--- src/rtl/relu_remask_pkg.sv ---
// Shared types and helpers for the relu_remask re-sharing stage.
// The optional input clamp is enabled by defining RELU_REMASK_CLAMP_EN.
package relu_pkg;

  // Default element width, and the offset-binary zero point for that width.
  localparam int RELU_N = 8;
  localparam logic [RELU_N-1:0] MAX_INT = RELU_N'(2 ** (RELU_N - 1));

  typedef enum logic [1:0] {
    IDLE_RST = 2'd0,
    RUN      = 2'd1,
    DRAIN    = 2'd2
  } remask_state_t;

  // Offset-binary to two's complement for an n-bit value: subtracting
  // 2^(n-1) modulo 2^n is the same as inverting bit n-1.
  function automatic logic [31:0] offset_to_tc(input logic [31:0] y, input int unsigned n);
    return y ^ (32'd1 << (n - 1));
  endfunction

endpackage

--- src/rtl/relu_remask_if.sv ---
// Element stream interface: input pair (r2, y) in, remasked share out.
interface relu_remask_if #(
  parameter int N = 8
) ();

  logic [N-1:0] g_input;
  logic [N-1:0] e_input;
  logic         in_valid;
  logic         in_ready;
  logic [N-1:0] o;
  logic         o_valid;
  logic         o_ready;
  logic         o_last;

  modport master (
    output g_input, e_input, in_valid, o_ready,
    input  in_ready, o, o_valid, o_last
  );

  modport slave (
    input  g_input, e_input, in_valid, o_ready,
    output in_ready, o, o_valid, o_last
  );

endinterface

--- src/rtl/relu_remask_fifo2.sv ---
// Two-entry synchronous FIFO with first-word-fall-through read port.
module sync_fifo2 #(
  parameter int W = 9
) (
  input  logic         clk,
  input  logic         rst,
  input  logic         i_push,
  input  logic         i_pop,
  input  logic [W-1:0] i_din,
  output logic [W-1:0] o_dout,
  output logic         o_full,
  output logic         o_empty
);

  logic [W-1:0] r_mem [2];
  logic         r_wr_ptr;
  logic         r_rd_ptr;
  logic [1:0]   r_count;
  logic         w_push;
  logic         w_pop;

  assign o_full  = (r_count == 2'd2);
  assign o_empty = (r_count == 2'd0);
  assign w_push  = i_push && !o_full;
  assign w_pop   = i_pop && !o_empty;
  assign o_dout  = r_mem[r_rd_ptr];

  // Storage write.
  // NOTE: storage has no reset; stale contents are never visible because
  // the consumer only uses o_dout while the FIFO is non-empty.
  always_ff @(posedge clk) begin
    if (w_push) r_mem[r_wr_ptr] <= i_din;
  end

  // Pointer and occupancy tracking.
  // NOTE: non-blocking assignments so every register sees pre-edge values.
  always_ff @(posedge clk) begin
    if (rst) begin
      r_wr_ptr <= 1'b0;
      r_rd_ptr <= 1'b0;
      r_count  <= 2'd0;
    end else begin
      if (w_push) r_wr_ptr <= ~r_wr_ptr;
      if (w_pop)  r_rd_ptr <= ~r_rd_ptr;
      r_count <= r_count + {1'b0, w_push} - {1'b0, w_pop};
    end
  end

endmodule

--- src/rtl/relu_remask.sv ---
// relu_remask: converts offset-binary ReLU results to two's complement,
// subtracts the garbler mask r2, buffers two results and marks frames.
// Optional feature macro: RELU_REMASK_CLAMP_EN (clamp MSB=0 inputs to zero,
// adds sticky clamp_seen output).
module relu_remask
  import relu_pkg::*;
#(
  parameter int N   = 8,
  parameter int LEN = 4
) (
  input  logic clk,
  input  logic rst,
  relu_remask_if.slave bus,
  output logic frame_done
`ifdef RELU_REMASK_CLAMP_EN
  ,
  output logic clamp_seen
`endif
);

  localparam int CW = (LEN > 1) ? $clog2(LEN) : 1;
  localparam logic [N-1:0] L_MAX_INT = N'(1) << (N - 1);

  remask_state_t r_state;
  remask_state_t w_state_next;
  logic [CW-1:0] r_cnt;
  logic [1:0]    r_last_pend;
  logic          r_frame_done;

  logic          w_full;
  logic          w_empty;
  logic          w_in_ready;
  logic          w_in_xfer;
  logic          w_out_xfer;
  logic          w_is_last;
  logic          w_push_last;
  logic          w_pop_last;
  logic [1:0]    w_last_pend_next;
  logic [N-1:0]  w_y;
  logic [N-1:0]  w_v;
  logic [N-1:0]  w_o_calc;
  logic [N-1:0]  w_dout_o;
  logic          w_dout_last;

`ifdef RELU_REMASK_CLAMP_EN
  logic w_clamp;
  logic r_clamp_seen;
  // A negative (MSB=0) ReLU result is invalid; treat it as zero.
  assign w_clamp    = !bus.e_input[N-1];
  assign w_y        = w_clamp ? L_MAX_INT : bus.e_input;
  assign clamp_seen = r_clamp_seen;
`else
  assign w_y = bus.e_input;
`endif

  assign w_v      = N'(offset_to_tc(32'(w_y), N));
  assign w_o_calc = w_v - bus.g_input;

  assign w_in_ready  = (r_state != IDLE_RST) && !w_full;
  assign w_in_xfer   = bus.in_valid && w_in_ready;
  assign w_out_xfer  = !w_empty && bus.o_ready;
  assign w_is_last   = (r_cnt == CW'(LEN - 1));
  assign w_push_last = w_in_xfer && w_is_last;
  assign w_pop_last  = w_out_xfer && w_dout_last;
  // Last-tagged entries still in the buffer after this edge.
  assign w_last_pend_next = r_last_pend + {1'b0, w_push_last} - {1'b0, w_pop_last};

  sync_fifo2 #(.W(N + 1)) u_fifo (
    .clk     (clk),
    .rst     (rst),
    .i_push  (w_in_xfer),
    .i_pop   (w_out_xfer),
    .i_din   ({w_o_calc, w_is_last}),
    .o_dout  ({w_dout_o, w_dout_last}),
    .o_full  (w_full),
    .o_empty (w_empty)
  );

  assign bus.in_ready = w_in_ready;
  assign bus.o_valid  = !w_empty;
  assign bus.o        = w_empty ? '0 : w_dout_o;
  assign bus.o_last   = !w_empty && w_dout_last;
  assign frame_done   = r_frame_done;

  // State register.
  always_ff @(posedge clk) begin
    if (rst) r_state <= IDLE_RST;
    else     r_state <= w_state_next;
  end

  // Next-state logic: stay in DRAIN while any last-tagged entry is buffered.
  // NOTE: default assignment first so no path leaves w_state_next unassigned
  // (which would infer a latch).
  always_comb begin
    w_state_next = r_state;
    unique case (r_state)
      IDLE_RST: w_state_next = RUN;
      RUN:      if (w_push_last) w_state_next = DRAIN;
      DRAIN:    if (w_last_pend_next == 2'd0) w_state_next = RUN;
      default:  w_state_next = IDLE_RST;
    endcase
  end

  // Element counter, wrapping after the last element of a frame.
  always_ff @(posedge clk) begin
    if (rst)            r_cnt <= '0;
    else if (w_in_xfer) r_cnt <= w_is_last ? '0 : r_cnt + CW'(1);
  end

  // Pending-last count and the frame_done pulse after a last entry leaves.
  always_ff @(posedge clk) begin
    if (rst) begin
      r_last_pend  <= 2'd0;
      r_frame_done <= 1'b0;
    end else begin
      r_last_pend  <= w_last_pend_next;
      r_frame_done <= w_pop_last;
    end
  end

`ifdef RELU_REMASK_CLAMP_EN
  // Sticky flag: any accepted element that needed clamping.
  always_ff @(posedge clk) begin
    if (rst)                       r_clamp_seen <= 1'b0;
    else if (w_in_xfer && w_clamp) r_clamp_seen <= 1'b1;
  end
`endif

endmodule
--- src/flat_wrapper.sv ---
// flat-port wrapper written by rule: the top's interface ports become plain ports
module relu_remask_flat import relu_pkg::*;
#(
  parameter int N   = 8,
  parameter int LEN = 4
)
  (clk, rst, frame_done, bus_g_input, bus_e_input, bus_in_valid, bus_o_ready, bus_in_ready, bus_o, bus_o_valid, bus_o_last);
  relu_remask_if #(.N(N)) bus_i ();
  input  logic clk;
  input  logic rst;
  output logic frame_done;
  input wire logic [$bits(bus_i.g_input)-1:0] bus_g_input;
  input wire logic [$bits(bus_i.e_input)-1:0] bus_e_input;
  input wire logic [$bits(bus_i.in_valid)-1:0] bus_in_valid;
  input wire logic [$bits(bus_i.o_ready)-1:0] bus_o_ready;
  output wire logic [$bits(bus_i.in_ready)-1:0] bus_in_ready;
  output wire logic [$bits(bus_i.o)-1:0] bus_o;
  output wire logic [$bits(bus_i.o_valid)-1:0] bus_o_valid;
  output wire logic [$bits(bus_i.o_last)-1:0] bus_o_last;
  assign bus_i.g_input = bus_g_input;
  assign bus_i.e_input = bus_e_input;
  assign bus_i.in_valid = bus_in_valid;
  assign bus_i.o_ready = bus_o_ready;
  assign bus_in_ready = bus_i.in_ready;
  assign bus_o = bus_i.o;
  assign bus_o_valid = bus_i.o_valid;
  assign bus_o_last = bus_i.o_last;
  relu_remask #(.N(N), .LEN(LEN)) u_core (.clk(clk), .rst(rst), .bus(bus_i), .frame_done(frame_done));
endmodule
--- config.mk ---
export PLATFORM = sky130hd
export DESIGN_NAME = relu_remask_flat
export DESIGN_NICKNAME = d
export VERILOG_FILES = /design/src/rtl/relu_remask_pkg.sv /design/src/rtl/relu_remask_if.sv /design/src/rtl/relu_remask_fifo2.sv /design/src/rtl/relu_remask.sv /design/src/flat_wrapper.sv
export SDC_FILE = /design/constraint.sdc
export NUM_CORES = 1
export LEC_CHECK = 0
export ABC_CLOCK_PERIOD_IN_PS = 2400
export CORE_MARGIN = 10
export CORE_UTILIZATION = 51
export CTS_CLUSTER_DIAMETER = 200
export DETAILED_ROUTE_END_ITERATION = 8
export GPL_ROUTABILITY_DRIVEN = 0
export GPL_TIMING_DRIVEN = 0
export PLACE_DENSITY = 0.79
export SYNTH_ARGS = -nofsm -noshare
export SYNTH_HDL_FRONTEND = slang
export SYNTH_SLANG_ARGS = --single-unit
--- constraint.sdc ---
create_clock -name clk -period 2.4 [get_ports clk]
set_clock_uncertainty 0.05 [all_clocks]
set_input_delay 0.48 -clock clk [delete_from_list [all_inputs] [get_ports clk]]
set_output_delay 0.48 -clock clk [all_outputs]
set_load 0.05 [all_outputs]
==> flow_summary.yaml <==
outcome:
  outcome: "finished clean"
sta:
  tns_ps: 0
  finalCriticalPeriod_ps: 2330
  rsz0062_at_grt: "yes"
  slew_violations: 0
  fmax_ghz: 0.429
  setup_violations: 0
  timing.final.crit_share_pct: 97.2
  max-slew-margin-rel_pct: 47.6
  tightest_slew_ps: 783
  finalHoldViolCount: 0
grt:
  antenna_found_initial: 0
  grt_use_total_pct: 11.8
  grt_pass1_vias: 1217
  overflow: 0
  grt_pass1_wl_mm: 5.17
  grt_max_degree: 11
logic_synthesis:
  yosysSeqAreaShare_pct: 49.3
  ys.flop_type: "edfxtp_1"
  syn_avg_cell_area_um2: 11.0
  synthTopCellsByArea: "edfxtp_1, dfxtp_1, ha_1"
  synth_cells: 144
  ys_ff_latch: 30
  yosysTopAreaCell: "edfxtp_1"
  syn_nets: 177
  yosysWarnings: 0
  async_flop_share_pct: 0
  netlist_area_mm2: 0.00159
  synth_edf_count: 18
  synth.top_cell.area_share_pct: 34.1
  synth_cell_types: 32
critical_path:
  crit_arrival_ps: 2480
  cp-start-kind: "input pin"
  critPathBufInv: 2
  regToRegSetupSlack_ps: 110
  path_class: "input pin to flop"
  crit_fanout: 3
  crit_chain: "clkdlybuf4s50_1 > o21ai_1 > nor2_1 > ha_1 > inv_1 > ha_1 > xor3_1 > nor2_1 > or4b_1 > o41ai_1"
  worst_r2r_endpoint: "u_core.r_state[1]"
  crit_required_ps: 2550
  cp-endpoint: "u_core.r_state[1]"
  crit_path_start: "bus_o_ready"
  ff2ff_path_depth: 10
  cp_slowest_stage_delay_ps: 460
  cp_top_family: "simple AND/OR/NAND/NOR gates"
  cp.depth: 10
  cp-end-kind: "flop"
  critPathSlowestCell: "or4b_1"
drt:
  drc: 0
  wl_mm: 3.12
  viasPerCell: 5.32
  dr.pass1.iters: 4
  antenna_left: 0
  wl_per_cell_um: 14.5
  drt_iter0_markers: 42
  vias: 1150
clocking:
  cts.clk_slew.worst_paths_ps: 80
  htree_levels: 2
  cts.sinks: 30
  cts_root_buf: "clkbuf_4"
  cts_tree: "yes"
  numCtsBuffers: 5
  ctsResizeCount: 12
  worstSkewPairLatency_ps: 310
  cts_buffer_depth: 2
  cts_hold_buf: 0
  cts_setup_buffers: 0
floorplanning:
  start_util_pct: 52.8
  die_x_um: 75.8
  pin_count: 32
  die_y_um: 75.8
  coreArea_mm2: 0.00300
  dieArea_mm2: 0.00574
  rows: 20
final_layout:
  nNetsFinal: 215
  stdcell_count: 216
  fin_area_mm2: 0.00200
  drive_above_1_share_pct: 6.56
  final_common_cell: "nor2_1"
  synthToLayoutAreaGrowth_pct: 26.3
  n_antenna_cell: 0
  final_cell_mix: "nor2_1, inv_1, clkdlybuf4s50_1"
power:
  p_leak_uw: 0.000855
  power.total_uw: 1660
  ir_worst_vdd_uv: 352
  power.density_mw_per_mm2: 832
placement:
  place_inst: 208
  dpl.hpwl_mm: 2.52
  placed_area_mm2: 0.00194
  portBuffers: 31
run:
  drv_cap: 0
hold_path:
  hp-start: "u_core.r_cnt[0]"
  holdCritPathClass: "flop to flop"
-- how the worst min path moves through the flow --
stage	end	cells after the start	slack, ps
2_1_floorplan	u_core.r_cnt[0]	2	400
3_3_place_gp	u_core.r_cnt[0]	2	400
3_5_place_dp	u_core.r_cnt[0]	2	420
4_1_cts	u_core.r_cnt[0]	2	430
5_1_grt	u_core.r_cnt[0]	2	440
6_report	u_core.r_cnt[0]	2	430
-- per-stage QoR --
step / utilization, % / hold slack (ps) / setup slack [ps]
2_1_floorplan: - / 399 / 161
3_3_place_gp: 64.5 / 405 / -208
3_5_place_dp: 64.5 / 418 / -274
4_1_cts: 65.9 / 429 / 20.4
5_1_grt: 66.7 / 441 / -7.32
6_report: 66.7 / 426 / 67.3
-- layer usage --
| layer | track usage [%] | part of all wire [%] |
|---|---|---|
| met5 | 0 | 0 |
| met4 | 6.39 | 1.8 |
| met3 | 3.13 | 5.2 |
| met2 | 22.5 | 56 |
| met1 | 11.3 | 37 |
-- worst reg2reg max path: cells and delay by family (launching register included) --
kind / cells / cell delay, ps
AOI/OAI and AO/OA: 1 / 80
xor gates and xnor gates: 1 / 200
and+or+nand+nor: 3 / 590
DFF: 1 / 340
adders and majority gates: 2 / 470
muxes: 1 / 250
buffers and inverters: 2 / 190
-- logic make-up after synthesis --
group                    Yosys count  share of synthesized area [%]
adder cells (fa/ha/maj)           13                           10.7
AO/OA/AOI/OAI                     18                           8.52
buffers and inverters             23                           5.52
multiplexers                      11                           6.95
XOR/XNOR                          10                           6.47
flip-flops                        30                           49.3
AND/OR/NAND/NOR                   39                           12.5
-- registers in the layout (all words and copies together), names as in the netlist, named ones only --
register	cells
u_core.u_fifo.r_count	2
u_core.r_cnt	2
u_core.u_fifo.r_wr_ptr	1
u_core.u_fifo.r_mem	18
u_core.r_state	2
u_core.r_last_pend	2
u_core.frame_done	1
u_core.u_fifo.r_rd_ptr	1
-- power by group --
part           switching (µW)  internal (µW)
Combinational             462            273
Sequential               37.2            627
Clock                     150            117
Total                     649           1020
-- final cells by class --
class	instances	area (µm²)
Clock buffer	8	48.8
Timing Repair Buffer	31	302
Tap cell	33	41.3
Fill cell	248	1000
Inverter	20	75.1
Sequential cell	30	782
Buffer	3	23.8
Multi-Input combinational cell	91	729
-- Yosys cell counts (2+ instances only) --
master and number:
nor2_1 23, inv_1 20, edfxtp_1 18, dfxtp_1 12, ha_1 12, mux2i_1 11
xnor2_1 7, nor2b_1 6, a21oi_1 5, o21ai_0 3, clkbuf_1 2, nand2b_1 2
o21a_1 2, or4b_1 2, xor2_1 2
Note: power is estimated with default switching activity, not from simulation.
